[src/rtl/rv32_pkg.sv]
// Shared RV32I datapath types: writeback FSM states, load funct3 encodings and
// the load legality rule.
package rv32_pkg;

    typedef enum logic [1:0] {
        IDLE      = 2'd0,
        LOAD_WAIT = 2'd1,
        WRITE     = 2'd2
    } wb_state_t;

    localparam logic [2:0] F3_LB  = 3'b000;
    localparam logic [2:0] F3_LH  = 3'b001;
    localparam logic [2:0] F3_LW  = 3'b010;
    localparam logic [2:0] F3_LBU = 3'b100;
    localparam logic [2:0] F3_LHU = 3'b101;

    // A load is legal when funct3 is a defined width and the address is naturally aligned.
    function automatic logic load_legal(input logic [2:0] f3, input logic [1:0] a);
        case (f3)
            F3_LB, F3_LBU: return 1'b1;
            F3_LH, F3_LHU: return ~a[0];
            F3_LW:         return a == 2'b00;
            default:       return 1'b0;
        endcase
    endfunction

endpackage

[src/rtl/writeback_unit_if.sv]
// Writeback bus: retire handshake, data-memory read port and register-file write port.
// Forwarding signals exist only when WB_FORWARD_EN is defined.
interface writeback_unit_if #(
    parameter int XLEN   = 32,
    parameter int REG_AW = 5
);
    logic              valid_in;
    logic              ready_out;
    logic [REG_AW-1:0] rd_in;
    logic              reg_write_in;
    logic              is_load;
    logic [2:0]        funct3;
    logic [XLEN-1:0]   alu_result;
    logic              mem_read;
    logic [XLEN-1:0]   mem_address;
    logic              mem_ack;
    logic [XLEN-1:0]   mem_rdata;
    logic              reg_write;
    logic [REG_AW-1:0] reg_address;
    logic [XLEN-1:0]   reg_data;
    logic              load_fault;
`ifdef WB_FORWARD_EN
    logic [REG_AW-1:0] fwd_addr1;
    logic [REG_AW-1:0] fwd_addr2;
    logic [XLEN-1:0]   fwd_rf1;
    logic [XLEN-1:0]   fwd_rf2;
    logic [XLEN-1:0]   fwd_data1;
    logic [XLEN-1:0]   fwd_data2;
`endif

    modport master (
        output valid_in, rd_in, reg_write_in, is_load, funct3, alu_result, mem_ack, mem_rdata,
        input  ready_out, mem_read, mem_address, reg_write, reg_address, reg_data, load_fault
`ifdef WB_FORWARD_EN
        , output fwd_addr1, fwd_addr2, fwd_rf1, fwd_rf2
        , input  fwd_data1, fwd_data2
`endif
    );

    modport slave (
        input  valid_in, rd_in, reg_write_in, is_load, funct3, alu_result, mem_ack, mem_rdata,
        output ready_out, mem_read, mem_address, reg_write, reg_address, reg_data, load_fault
`ifdef WB_FORWARD_EN
        , input  fwd_addr1, fwd_addr2, fwd_rf1, fwd_rf2
        , output fwd_data1, fwd_data2
`endif
    );

endinterface

[src/rtl/writeback_unit_load_extend.sv]
// Load data alignment: selects the byte/half lane addressed by addr[1:0] and
// sign- or zero-extends it according to funct3.
module load_extend
    import rv32_pkg::*;
#(
    parameter int XLEN = 32
) (
    input  logic [XLEN-1:0] rdata,
    input  logic [1:0]      addr,
    input  logic [2:0]      funct3,
    output logic [XLEN-1:0] result
);
    logic [7:0]  lane_b;
    logic [15:0] lane_h;

    always_comb begin
        lane_b = rdata[{addr, 3'b000} +: 8];
        lane_h = rdata[{addr[1], 4'b0000} +: 16];
        case (funct3)
            F3_LB:   result = {{(XLEN-8){lane_b[7]}}, lane_b};
            F3_LH:   result = {{(XLEN-16){lane_h[15]}}, lane_h};
            F3_LBU:  result = {{(XLEN-8){1'b0}}, lane_b};
            F3_LHU:  result = {{(XLEN-16){1'b0}}, lane_h};
            default: result = rdata;
        endcase
    end

endmodule

[src/rtl/writeback_unit.sv]
// RV32I writeback stage: retires one instruction at a time, performs load reads
// with a req/ack handshake and drives the register-file write port. Optional
// write-to-read forwarding is enabled with WB_FORWARD_EN.
module writeback_unit
    import rv32_pkg::*;
#(
    parameter int XLEN   = 32,
    parameter int REG_AW = 5
) (
    input  logic           clk,
    input  logic           rst,
    writeback_unit_if.slave wb
);
    wb_state_t       state;
    logic            wr_q;
    logic [2:0]      f3_q;
    logic [1:0]      alo_q;
    logic [XLEN-1:0] ext_data;

    load_extend #(.XLEN(XLEN)) u_ext (
        .rdata  (wb.mem_rdata),
        .addr   (alo_q),
        .funct3 (f3_q),
        .result (ext_data)
    );

    assign wb.ready_out = (state != LOAD_WAIT);

    always_ff @(posedge clk) begin
        if (rst) begin
            state          <= IDLE;
            wr_q           <= 1'b0;
            f3_q           <= '0;
            alo_q          <= '0;
            wb.mem_read    <= 1'b0;
            wb.mem_address <= '0;
            wb.reg_write   <= 1'b0;
            wb.reg_address <= '0;
            wb.reg_data    <= '0;
            wb.load_fault  <= 1'b0;
        end else begin
            wb.reg_write  <= 1'b0;
            wb.load_fault <= 1'b0;
            case (state)
                LOAD_WAIT: begin
                    if (wb.mem_ack) begin
                        wb.mem_read  <= 1'b0;
                        wb.reg_data  <= ext_data;
                        wb.reg_write <= wr_q && (wb.reg_address != '0);
                        state        <= WRITE;
                    end
                end
                default: begin
                    // IDLE and WRITE both accept; reg_address doubles as the latched rd.
                    if (wb.valid_in) begin
                        wr_q           <= wb.reg_write_in;
                        f3_q           <= wb.funct3;
                        alo_q          <= wb.alu_result[1:0];
                        wb.reg_address <= wb.rd_in;
                        if (!wb.is_load) begin
                            wb.reg_data  <= wb.alu_result;
                            wb.reg_write <= wb.reg_write_in && (wb.rd_in != '0);
                            state        <= WRITE;
                        end else if (!load_legal(wb.funct3, wb.alu_result[1:0])) begin
                            wb.load_fault <= 1'b1;
                            state         <= IDLE;
                        end else begin
                            wb.mem_read    <= 1'b1;
                            wb.mem_address <= {wb.alu_result[XLEN-1:2], 2'b00};
                            state          <= LOAD_WAIT;
                        end
                    end else begin
                        state <= IDLE;
                    end
                end
            endcase
        end
    end

`ifdef WB_FORWARD_EN
    // Combinational bypass so a reader in the write cycle sees the new value.
    assign wb.fwd_data1 = (wb.reg_write && wb.reg_address == wb.fwd_addr1 && wb.fwd_addr1 != '0)
                          ? wb.reg_data : wb.fwd_rf1;
    assign wb.fwd_data2 = (wb.reg_write && wb.reg_address == wb.fwd_addr2 && wb.fwd_addr2 != '0)
                          ? wb.reg_data : wb.fwd_rf2;
`endif

endmodule

[src/flat_wrapper.sv]
// flat-port wrapper written by rule: the top's interface ports become plain ports
module writeback_unit_flat import rv32_pkg::*;
#(
    parameter int XLEN   = 32,
    parameter int REG_AW = 5
)
  (clk, rst, wb_valid_in, wb_rd_in, wb_reg_write_in, wb_is_load, wb_funct3, wb_alu_result, wb_mem_ack, wb_mem_rdata, wb_ready_out, wb_mem_read, wb_mem_address, wb_reg_write, wb_reg_address, wb_reg_data, wb_load_fault);
  writeback_unit_if #(.XLEN(XLEN), .REG_AW(REG_AW)) wb_i ();
  input  logic clk;
  input  logic rst;
  input wire logic [$bits(wb_i.valid_in)-1:0] wb_valid_in;
  input wire logic [$bits(wb_i.rd_in)-1:0] wb_rd_in;
  input wire logic [$bits(wb_i.reg_write_in)-1:0] wb_reg_write_in;
  input wire logic [$bits(wb_i.is_load)-1:0] wb_is_load;
  input wire logic [$bits(wb_i.funct3)-1:0] wb_funct3;
  input wire logic [$bits(wb_i.alu_result)-1:0] wb_alu_result;
  input wire logic [$bits(wb_i.mem_ack)-1:0] wb_mem_ack;
  input wire logic [$bits(wb_i.mem_rdata)-1:0] wb_mem_rdata;
  output wire logic [$bits(wb_i.ready_out)-1:0] wb_ready_out;
  output wire logic [$bits(wb_i.mem_read)-1:0] wb_mem_read;
  output wire logic [$bits(wb_i.mem_address)-1:0] wb_mem_address;
  output wire logic [$bits(wb_i.reg_write)-1:0] wb_reg_write;
  output wire logic [$bits(wb_i.reg_address)-1:0] wb_reg_address;
  output wire logic [$bits(wb_i.reg_data)-1:0] wb_reg_data;
  output wire logic [$bits(wb_i.load_fault)-1:0] wb_load_fault;
  assign wb_i.valid_in = wb_valid_in;
  assign wb_i.rd_in = wb_rd_in;
  assign wb_i.reg_write_in = wb_reg_write_in;
  assign wb_i.is_load = wb_is_load;
  assign wb_i.funct3 = wb_funct3;
  assign wb_i.alu_result = wb_alu_result;
  assign wb_i.mem_ack = wb_mem_ack;
  assign wb_i.mem_rdata = wb_mem_rdata;
  assign wb_ready_out = wb_i.ready_out;
  assign wb_mem_read = wb_i.mem_read;
  assign wb_mem_address = wb_i.mem_address;
  assign wb_reg_write = wb_i.reg_write;
  assign wb_reg_address = wb_i.reg_address;
  assign wb_reg_data = wb_i.reg_data;
  assign wb_load_fault = wb_i.load_fault;
  writeback_unit #(.XLEN(XLEN), .REG_AW(REG_AW)) u_core (.clk(clk), .rst(rst), .wb(wb_i));
endmodule
[config.mk]
export PLATFORM = sky130hd
export DESIGN_NAME = writeback_unit_flat
export DESIGN_NICKNAME = d
export VERILOG_FILES = /design/src/rtl/rv32_pkg.sv /design/src/rtl/writeback_unit_if.sv /design/src/rtl/writeback_unit_load_extend.sv /design/src/rtl/writeback_unit.sv /design/src/flat_wrapper.sv
export SDC_FILE = /design/constraint.sdc
export NUM_CORES = 1
export LEC_CHECK = 0
export CORE_ASPECT_RATIO = 0.8
export CORE_MARGIN = 3
export CORE_UTILIZATION = 41
export DETAILED_ROUTE_END_ITERATION = 10
export GPL_ROUTABILITY_DRIVEN = 0
export PLACE_DENSITY_LB_ADDON = 0.15
export SYNTH_ARGS = -nofsm -noshare
export SYNTH_HDL_FRONTEND = slang
export SYNTH_HIERARCHICAL = 1
export SYNTH_SLANG_ARGS = --single-unit
[constraint.sdc]
create_clock -name clk -period 1.5 [get_ports clk]
set_input_delay 0.3 -clock clk [delete_from_list [all_inputs] [get_ports clk]]
set_output_delay 0.3 -clock clk [all_outputs]
set_load 0.1 [all_outputs]
==> qor.yml <==
cts_sinks: 78
wl_per_cell_um: 18.5
reg2reg_to: "u_core/wb.reg_data[12]"
cts_buffer_depth: 2
reg2regPathDepth: 6
area_growth_pct: 77.8
place_ws_ps: -627
period_needed_ps: 1770
instances_no_fill: 825
cts_tree: "yes"
vias: 4516
io_pins: 151
synth_area_um2: 4170
finalSetupViolations: 28
die-area_um2: 11400
grt_pass1_wl_mm: 23.1
dr.first_iter.drc_count: 330
fin_ws_ps: -275
fp.dieW_um: 119
crit_arrival_ps: 1980
min-delay-start: "rst"
p_leak_nw: 2.87
fillCellCount: 692
num_rows: 32
synth_cell_type_count: 38
regToRegStartpoint: "u_core/alo_q[0]"
place_hpwl_mm: 10.7
setup_tns_ps: -4180
diodes: 0
end_kind: "flop"
core_area_um2: 9770
rsz0062_at_grt: "true"
setup.worst_path.start_class: "flop"
slew_violations: 0
cp_max_fo: 8
avgSynthCellArea_um2: 8.21
syn_inst: 508
status: "finished with violations"
finalPower_mw: 7.53
antenna_found_initial: 0
start_util_pct: 42.7
finalHoldViolCount: 0
cp_slowest_cell: "mux4_2"
powerDensity_nw_per_um2: 1020
htree_levels: 3
numCtsBuffers: 9
maxCapViolCount: 0
drtPass1Iterations: 5
drc: 0
dpl.cell_count: 795
fin_nets: 762
routed_wl_mm: 15.2
clk_latency_ps: 330
crit_chain: "mux4_2, nor4b_4, buf_6, a221o_1, nand2_2, a311oi_2"
final_common_cell: "nand2_1"
crit_type: "flop to flop"
hp-class: "input port to flop"
cts_hold_buffers: 0
ys_seq_area_share_pct: 37.4
via_per_inst: 5.47
path_clk_slew_ps: 60
slowest_delay_ps: 500
antenna_left: 0
skew_ps: 8.21
fin_crit_sh_pct: 118
yosysWarnings: 6
grt_pass1_vias: 4390
grt_max_degree: 36
min_path_cells: 2
root_buffer: "clkbuf_16"
track_usage_pct: 25.5
die_y_um: 96.2
whs_endpoint: "u_core/wb.mem_address[21]"
required_ps: 1710
ir_worst_vdd_uv: 814
port_buffers: 148
final_core_util_pct: 75.9
reg2reg_slack_ps: -270
layout_common_cells: "163 x nand2_1, 82 x buf_12, 70 x dfxtp_1"
synth_seq_cells: 78
clock.fmax_ghz: 0.563
violations: "negative setup slack"
drive_above_1_share_pct: 31.8
grt_overflow: 0
[logic make-up (layout without fill, tap and decap cells)]
family	Yosys count	after routing	synth area share [%]
muxes	19	19	4.98
AOI/OAI and AO/OA	131	131	27.2
and+or+nand+nor	226	226	23.0
buffers and inverters	53	233	7.35
DFF	78	78	37.4
other	1	2	0.0899
[registers in the layout (all words and copies together), names as in the netlist, 2 cells and up]
| register | cells |
|---|---|
| u_core/wb.mem_address | 30 |
| u_core/alo_q | 2 |
| u_core/wb.reg_address | 5 |
| u_core/state | 2 |
| u_core/f3_q | 3 |
| u_core/wb.reg_data | 32 |
[worst max-delay path: cells and delay by family, from the launching register on]
kind / cells / cell delay [ps]
compound gates: 2 / 400
buf+inv: 1 / 150
mux: 1 / 500
flops: 1 / 360
simple gates: 2 / 240
[per-stage QoR]
step	hold WS (ps)	area, um^2
6_report	373	7420
3_3_place_gp	445	6760
2_1_floorplan	419	4190
3_5_place_dp	478	6760
4_1_cts	366	7280
5_1_grt	382	7420
[metal layers]
metal | GRT usage, % | share of wire (%) | vias to the layer above
met5 | 0 | 0 | -
met4 | 6.27 | 1.5 | 0
met3 | 8.99 | 8.9 | 26
met2 | 43.2 | 48 | 200
met1 | 31.3 | 42 | 2167
li1 | - | - | 2123
[cell usage after synthesis]
cell | instances | area, um^2
a211o_1 | 1 | 8.76
nor2b_4 | 1 | 13.8
mux2i_1 | 17 | 170
o2111a_1 | 1 | 11.3
nand2b_1 | 2 | 12.5
or4_1 | 2 | 15.0
buf_6 | 8 | 90.1
buf_4 | 7 | 52.6
a21oi_1 | 52 | 260
nor2b_1 | 11 | 68.8
inv_1 | 3 | 11.3
dfxtp_1 | 78 | 1560
buf_1 | 1 | 3.75
o22ai_2 | 1 | 12.5
nor4_1 | 1 | 6.26
mux2_4 | 1 | 15.0
o2111ai_1 | 3 | 26.3
and2_1 | 1 | 6.26
o21ai_0 | 6 | 30.0
buf_2 | 17 | 85.1
clkbuf_1 | 15 | 56.3
a221o_1 | 8 | 80.1
nand2_1 | 164 | 616
a22o_1 | 8 | 70.1
nor2_1 | 35 | 131
o2bb2ai_1 | 1 | 8.76
nor4_2 | 1 | 12.5
o22a_1 | 7 | 61.3
mux4_2 | 1 | 22.5
conb_1 | 1 | 3.75
a311oi_1 | 3 | 26.3
inv_2 | 2 | 7.51
nor4b_4 | 1 | 23.8
a22o_2 | 1 | 10.0
nand3b_1 | 7 | 52.6
o21ai_2 | 9 | 78.8
a221oi_2 | 1 | 15.0
a311oi_2 | 29 | 435
[worst max-delay path by stage]
stage	start	slack, ps	to	cells past startpoint
global route	u_core/alo_q[0]	-300	u_core/wb.reg_data[8]	6
detailed placement	wb_mem_rdata[15]	-630	u_core/wb.reg_data[13]	6
CTS	u_core/alo_q[0]	-230	u_core/wb.reg_data[9]	6
floorplan	u_core/alo_q[0]	-20	u_core/wb.reg_data[10]	5
finish	u_core/alo_q[0]	-270	u_core/wb.reg_data[12]	6
global placement	wb_mem_rdata[15]	-530	u_core/wb.reg_data[14]	6
[layout make-up]
type                       count  area [um^2]  area share, %
tap                          136          170           2.29
clock inverter                 6          134           1.80
multi-input combinational    378         2420           32.6
clock buffer                  10          229           3.09
timing repair buffer         212         2860           38.6
sequential                    78         1580           21.3
inverter                       5         26.3          0.354
[power breakdown]
part	switching (mW)	total, mW	internal [mW]
combinational	1.49	2.56	1.06
sequential	0.131	2.32	2.19
clock	0.860	2.65	1.79
total	2.48	7.53	5.05
[what timing repair did]
action / in CTS / in global routing
setup buffers: 4 / 7
cloned: 2 / 1
endpoints found under the setup margin: 64 / 61
pin swaps: 12 / 6
resized for setup: 38 / 15
Power figures use the tool's default switching activity.
